$ cat config.mk
export PLATFORM = sky130hd
export DESIGN_NAME = stopwatch_button_ctrl
export DESIGN_NICKNAME = d
export VERILOG_FILES = /design/src/rtl/stopwatch_button_ctrl.sv
export SDC_FILE = /design/constraint.sdc
export NUM_CORES = 1
export LEC_CHECK = 0
export BUFFER_PORTS_ARGS = -buffer_cell sky130_fd_sc_hd__buf_2
export CORE_UTILIZATION = 60
export DETAILED_ROUTE_END_ITERATION = 10
export PLACE_DENSITY = 0.9
export SLEW_MARGIN = 40
export SYNTH_ARGS = -nofsm -noshare
export SYNTH_HDL_FRONTEND = slang
export SYNTH_SLANG_ARGS = --single-unit
$ cat constraint.sdc
create_clock -name clock_100Mhz -period 2.55 [get_ports clock_100Mhz]
set_input_delay 0.255 -clock clock_100Mhz [delete_from_list [all_inputs] [get_ports clock_100Mhz]]
set_output_delay 0.255 -clock clock_100Mhz [all_outputs]
set_load 0.005 [all_outputs]
$ cat src/rtl/stopwatch_button_ctrl.sv
// Stopwatch input controller: synchronise and debounce the buttons, detect presses, run the run/pause/clear FSM.
// Optional lap/display-hold logic is built only when the LAP_HOLD_EN macro is defined.

module stopwatch_btn_debounce #(
  parameter int DEBOUNCE_CYCLES = 1_000_000,
  parameter int DB_CNT_W        = 20
) (
  input  logic clock_100Mhz,
  input  logic reset,
  input  logic btn_raw,
  output logic press
);

  localparam logic [DB_CNT_W-1:0] CNT_LAST = DB_CNT_W'(DEBOUNCE_CYCLES - 1);

  logic                sync_p0;
  logic                sync_p1;
  logic [DB_CNT_W-1:0] db_cnt;
  logic                level_p2;
  logic                level_p3;
  logic                press_p3;

  // Stage p0/p1: two-flop synchroniser for the asynchronous button.
  always_ff @(posedge clock_100Mhz) begin
    if (reset) begin
      sync_p0 <= 1'b0;
      sync_p1 <= 1'b0;
    end else begin
      sync_p0 <= btn_raw;
      sync_p1 <= sync_p0;
    end
  end

  // Stage p2: accept a new level only after DEBOUNCE_CYCLES consecutive differing samples.
  always_ff @(posedge clock_100Mhz) begin
    if (reset) begin
      db_cnt   <= '0;
      level_p2 <= 1'b0;
    end else if (sync_p1 == level_p2) begin
      db_cnt <= '0;
    end else if (db_cnt == CNT_LAST) begin
      db_cnt   <= '0;
      level_p2 <= sync_p1;
    end else begin
      db_cnt <= db_cnt + 1'b1;
    end
  end

  // Stage p3: registered rising-edge pulse of the debounced level.
  always_ff @(posedge clock_100Mhz) begin
    if (reset) begin
      level_p3 <= 1'b0;
      press_p3 <= 1'b0;
    end else begin
      level_p3 <= level_p2;
      press_p3 <= level_p2 & ~level_p3;
    end
  end

  assign press = press_p3;

endmodule

module stopwatch_button_ctrl #(
  parameter int DEBOUNCE_CYCLES = 1_000_000,
  parameter int DB_CNT_W        = 20
) (
  input  logic       clock_100Mhz,
  input  logic       reset,
  input  logic       btn_start_stop,
  input  logic       btn_clear,
  input  logic       btn_lap,
  output logic       run,
  output logic       clear,
  output logic       display_hold,
  output logic [1:0] state
);

  typedef enum logic [1:0] {
    IDLE    = 2'b00,
    RUNNING = 2'b01,
    PAUSED  = 2'b10,
    BAD     = 2'b11
  } state_t;

  state_t state_q;
  state_t state_d;
  logic   clear_q;
  logic   clear_d;
  logic   start_press;
  logic   clear_press;

  stopwatch_btn_debounce #(
    .DEBOUNCE_CYCLES (DEBOUNCE_CYCLES),
    .DB_CNT_W        (DB_CNT_W)
  ) u_db_start (
    .clock_100Mhz (clock_100Mhz),
    .reset        (reset),
    .btn_raw      (btn_start_stop),
    .press        (start_press)
  );

  stopwatch_btn_debounce #(
    .DEBOUNCE_CYCLES (DEBOUNCE_CYCLES),
    .DB_CNT_W        (DB_CNT_W)
  ) u_db_clear (
    .clock_100Mhz (clock_100Mhz),
    .reset        (reset),
    .btn_raw      (btn_clear),
    .press        (clear_press)
  );

  // Stage p4: FSM state and registered clear pulse.
  always_ff @(posedge clock_100Mhz) begin
    if (reset) begin
      state_q <= IDLE;
      clear_q <= 1'b0;
    end else begin
      state_q <= state_d;
      clear_q <= clear_d;
    end
  end

  // Clear takes priority over start/stop except in RUNNING, where clear is ignored.
  always_comb begin
    state_d = state_q;
    clear_d = 1'b0;
    case (state_q)
      IDLE: begin
        if (clear_press) begin
          clear_d = 1'b1;
        end else if (start_press) begin
          state_d = RUNNING;
        end
      end
      RUNNING: begin
        if (start_press) begin
          state_d = PAUSED;
        end
      end
      PAUSED: begin
        if (clear_press) begin
          clear_d = 1'b1;
          state_d = IDLE;
        end else if (start_press) begin
          state_d = RUNNING;
        end
      end
      default: state_d = IDLE;
    endcase
  end

  assign run   = (state_q == RUNNING);
  assign clear = clear_q;
  assign state = state_q;

`ifdef LAP_HOLD_EN
  logic lap_press;
  logic hold_q;
  logic hold_d;

  stopwatch_btn_debounce #(
    .DEBOUNCE_CYCLES (DEBOUNCE_CYCLES),
    .DB_CNT_W        (DB_CNT_W)
  ) u_db_lap (
    .clock_100Mhz (clock_100Mhz),
    .reset        (reset),
    .btn_raw      (btn_lap),
    .press        (lap_press)
  );

  always_ff @(posedge clock_100Mhz) begin
    if (reset) begin
      hold_q <= 1'b0;
    end else begin
      hold_q <= hold_d;
    end
  end

  // An accepted clear always releases the frozen lap value.
  always_comb begin
    hold_d = hold_q;
    if (clear_d) begin
      hold_d = 1'b0;
    end else if (lap_press && (state_q == RUNNING || state_q == PAUSED)) begin
      hold_d = ~hold_q;
    end
  end

  assign display_hold = hold_q;
`else
  logic lap_unused;
  assign lap_unused   = btn_lap;
  assign display_hold = 1'b0;
`endif

endmodule

# After elaboration in Yosys (flattened, before gate mapping)

Cells that the tools add are included.

Memories kept: 0
Output and inout port bits: 5
Latch bits: 0
RAM bits: 0
Logic and storage cells: 45
Memory bits (read-only): 0
Input port bits: 5
Flip-flop bits (word level): 53

$lt $le $gt $ge: 0
Mux-type cells: 6
Bitwise operators: 7
Multiply operators: 0
Add/sub/neg operators: 2
Divide/modulo/power cells: 0
Equal/unequal tests: 8
Reductions and logical operators: 8
Shifts and indexed selects: 0

Operators with widths:

| kind                    | count |
|---|---|
| $add A20 B1 Y20 const B | 2 |
| $eq A20 B20 Y1 const B  | 2 |
| $mux W2                 | 4 |
| $pmux W2 S3             | 1 |
| $reduce_and A2 Y1       | 3 |
| $reduce_or A3 Y1        | 2 |
| $not A1 Y1              | 5 |
| $reduce_or A2 Y1        | 2 |
| $and A1 B1 Y1           | 2 |
| $eq A1 B1 Y1            | 2 |
| $eq A2 B1 Y1 const B    | 1 |
| $eq A2 B2 Y1 const B    | 1 |
| $logic_not A2 Y1        | 1 |
| $ne A2 B1 Y1 const B    | 1 |
| $ne A2 B2 Y1 const B    | 1 |
| $mux W1                 | 1 |

# Logic depth before layout (Yosys ltp)

Word-level depth: 4
Mapped depth: 7
Gate-level depth less buffers: 5

# Cells and area by module

A second synthesis with hierarchy kept.

Cell total of the unflattened synthesis: 247
Area total of the unflattened synthesis: 2404.8 um^2

By module, submodules not included:

| module                 | instances | cells an instance | area an instance (um^2) |
|---|---|---|---|
| stopwatch_btn_debounce | 2         | 117               | 1137.3 |
| stopwatch_button_ctrl  | 1         | 13                | 130.1 |

# Worst setup path before layout

OpenSTA, ideal clock, no wires.

Path type: register to register
Start: register u_db_clear.db_cnt[15]
End: register u_db_clear.level_p2
Library setup time: 0.071 ns
Stages on the path, launching flop included: 5
Buffers on the path: 0
Arrival time: 1.760 ns
Path slack: 0.720 ns
Cell sequence: dfxtp_1 > or4_1 > or4_4 > or3_1 > a21oi_1

Longest elaborated chain between the ends: 2

Ends and longest elaborated chain:

| what                        | RTL line | RTL |
|---|---|---|
| from (decl)                 | 18       | `logic [DB_CNT_W-1:0] db_cnt;` |
| from (signal assigned)      | 45       | `db_cnt <= db_cnt + 1'b1;` |
| $eq A20 B20 Y1              | 41       | `end else if (db_cnt == CNT_LAST) begin` |
| $reduce_and A2 Y1 (no line) | --       |  |
| to (signal assigned)        | 43       | `level_p2 <= sync_p1;` |
| to (decl)                   | 19       | `logic level_p2;` |

Every way passes these cells.
A chain may end at the register's enable or synchronous reset.

# Worst setup path after layout

Start: register u_db_clear.db_cnt[15]
End: register u_db_clear.db_cnt[5]

Longest elaborated chain between the ends: 2

Ends and longest elaborated chain:

| what                       | RTL line |
|---|---|
| $eq A20 B20 Y1             | 41 |
| $reduce_or A3 Y1 (no line) | -- |

Every way passes these cells.

==> results.ini <==
[placement]
total_of_buffers_placed_on_input_and_output_ports = 7
hpwl_after_detailed_placement_um = 2690
post_place_instance_area_sq_mm = 0.00229
place.gp.congestion = 0.769

[global_route]
grt_start_max_net_pins = 21
first_global_vias = 1657
grt_remaining_overflow = 0
grt_first_pass_wirelength_um = 7100
grt_use_total_pct = 22.8
initial_antenna_violation_count = 0

[cts]
ctsHoldBuffers = 0
cts_tree = built
cts_root_buffer = sky130_fd_sc_hd__clkbuf_8
cts_max_level = 2
cts_setup_buffers = 0
worst_skew_pair.late_latency_ns = 0.31
cts-buffers-inserted = 5
clock_tree.buffer_depth = 2
cts.clk_slew.worst_paths_ns = 0.09
sinks_on_clock_net = 53
post_cts_resized = 0

[routing]
initialDrtViolationCount = 94
detail_route.first_pass.iterations = 4
vias_per_cell = 5.66
detail-route-antenna-nets = 0
drt_drc_violations_left = 0
route.vias.total = 1748
final_routed_wirelength_um = 4000
post_drt_wl_per_cell_um = 12.9

[logic_synthesis]
synth_largest_type_area_fraction_pct = 47.7
synth_instances = 255
synthesis.area_per_instance_sq_um = 8.72
async_reset_ff_share_pct = 0
most_common_cell_in_the_netlist = sky130_fd_sc_hd__dfxtp_1
syn-cell-area_sq_mm = 0.00222
yosys_most_used_dff = sky130_fd_sc_hd__dfxtp_1
synth-edff-count = 0
synthDistinctLibCells = 32
syn-num-nets = 262
synth.largest_area_cell = sky130_fd_sc_hd__dfxtp_1
synth-warning-count = 0
yosysSeqAreaShare_pct = 47.7
ys_seq_elements = 53
synth_common_cells = sky130_fd_sc_hd__dfxtp_1 (53), sky130_fd_sc_hd__nor2_1 (32), sky130_fd_sc_hd__a21oi_1 (19)
synth_area_leaders = sky130_fd_sc_hd__dfxtp_1 (48%), sky130_fd_sc_hd__xor2_1 (5.5%), sky130_fd_sc_hd__nor2_1 (5.4%)

[finish]
drive_above_1_share_pct = 6.46
antenna_cells = 0
layout.cell_area.non_filler_sq_mm = 0.00240
number_of_nets_in_the_finished_design = 270
final_core_utilization_pct = 69.7
area_delta_synth_final_pct = 7.82

[pwr]
largest_voltage_drop_on_the_vdd_net_uv = 365
power_per_cell_area_mw_per_mm2 = 578
static_leakage_uw = 0.000771

[die]
start_util_pct = 64.6
die_width_um = 62.9
die_area_sq_mm = 0.00396
floorplan.die.height_um = 62.9
row_count = 21
core_sq_mm = 0.00344
boundaryPins = 10

[setup_path]
critical_path.endpoint_type = register
critPathRequiredTime_ns = 2.75
worst-endpoint-arrival_ns = 2.18
critical_path_peak_fanout = 20
setup.worst_path.start_class = register
setup.worst_path.class = reg -> reg

[timing]
final.setup_skew_ns = 0.00530
post-route-min-period_ns = 1.98
worst_slew_pin_slew_ns = 0.678
final.period_utilization_pct = 77.6
slew_headroom_pct = 54.4
grt_setup_unrepaired = no
fmax_mhz = 505
final-setup-viol-count = 0
drv_slew = 0
final.setup.tns_ns = 0
finalHoldViolations = 0

[job]
maxCapViolCount = 0

[worst_hold_path]
worstHoldPathType = in -> reg

[run_status]
run_status = completed

[where the power goes]
group          leakage [uW]  total (uW)  switching [uW]  internal (uW)
registers          0.000428         833            2.56            831
clock network     0.0000540         537             252            285
logic              0.000289        16.4            10.4           5.99
total              0.000771        1390             265           1120
[path summary, 6_finish.rpt]
check | startpoint | end | slack [ns] | cells after the start
worst min-delay path | btn_clear | u_db_clear.sync_p0 | 0.16 | 2
worst min register to register | u_db_start.level_p3 | u_db_start.press | 0.40 | 1
worst max-delay path | u_db_clear.db_cnt[15] | u_db_clear.db_cnt[5] | 0.57 | 5
worst max register to register | u_db_clear.db_cnt[15] | u_db_clear.db_cnt[5] | 0.57 | 5
[logic make-up (layout without fill, tap and decap cells)]
group / count (synthesis) / count (layout) / synth area share, %
compound gates: 37 / 37 / 8.66
xor+xnor: 23 / 23 / 9.06
fa+ha+maj: 2 / 2 / 1.12
buf+inv: 16 / 24 / 3.04
flops: 53 / 53 / 47.7
other cells: 1 / 1 / 0.169
simple gates: 123 / 123 / 30.3
[placed cells by master (no fill, tap or decap)]
master	Yosys	final
sky130_fd_sc_hd__or4_4	1	1
sky130_fd_sc_hd__nor4b_1	1	1
sky130_fd_sc_hd__clkinv_2	0	1
sky130_fd_sc_hd__nand3_1	15	15
sky130_fd_sc_hd__nor2_1	32	32
sky130_fd_sc_hd__and4_1	3	3
sky130_fd_sc_hd__xnor2_1	9	9
sky130_fd_sc_hd__xor2_1	14	14
sky130_fd_sc_hd__nor3b_1	2	2
sky130_fd_sc_hd__or4b_1	1	1
sky130_fd_sc_hd__nand4_1	10	10
sky130_fd_sc_hd__and2_1	5	5
sky130_fd_sc_hd__and3_1	6	6
sky130_fd_sc_hd__o31ai_1	3	3
sky130_fd_sc_hd__ha_1	2	2
sky130_fd_sc_hd__o21ai_0	14	13
sky130_fd_sc_hd__nand4b_1	3	3
sky130_fd_sc_hd__nor4_1	2	2
sky130_fd_sc_hd__nor3_1	3	3
sky130_fd_sc_hd__nand2b_1	1	1
sky130_fd_sc_hd__dfxtp_1	53	53
sky130_fd_sc_hd__nor4bb_1	1	1
sky130_fd_sc_hd__buf_4	1	2
sky130_fd_sc_hd__or4_1	5	5
sky130_fd_sc_hd__or3_1	10	10
sky130_fd_sc_hd__buf_2	3	7
sky130_fd_sc_hd__clkbuf_8	0	5
sky130_fd_sc_hd__a21oi_1	19	19
sky130_fd_sc_hd__conb_1	1	1
sky130_fd_sc_hd__nand2_1	13	13
sky130_fd_sc_hd__inv_1	8	8
sky130_fd_sc_hd__nor2b_1	9	9
sky130_fd_sc_hd__bufinv_16	0	1
sky130_fd_sc_hd__o21ai_1	1	2
[layout make-up]
class	instances	area [sq um]
Inverter	8	30.0
Timing Repair Buffer	9	50.0
Tap cell	46	57.6
Clock buffer	5	68.8
Clock inverter	2	35.0
Sequential cell	53	1060
Multi-Input combinational cell	186	1100
Fill cell	269	1040
[routing by layer]
layer	vias to the layer above	global-route usage (%)	share of wire, %
met3	12	7.30	3.7
met4	0	8.72	2.1
li1	904	-	-
met5	-	0	0
met2	29	37.9	49
met1	803	27.0	45
[stage by stage]
| step | setup WS [ns] | total power, uW | cells | hold slack (ns) |
|---|---|---|---|---|
| finish | 0.570 | 1390 | 309 | 0.156 |
| global route | 0.489 | 1440 | 309 | 0.149 |
| CTS | 0.572 | 1400 | 309 | 0.154 |
| detailed placement | 0.596 | 869 | 302 | 0.391 |
| global placement | 0.618 | 869 | 302 | 0.371 |
| floorplan | 0.720 | 864 | 255 | 0.334 |
[critical path, cell delays in order (launching register included)]
cell and delay (ns):
sky130_fd_sc_hd__dfxtp_1 0.35, sky130_fd_sc_hd__or4_1 0.52, sky130_fd_sc_hd__or4_4 0.53, sky130_fd_sc_hd__o21ai_1 0.14, sky130_fd_sc_hd__buf_4 0.25, sky130_fd_sc_hd__nor2_1 0.08
No activity file was read; power rests on OpenSTA's default activity.
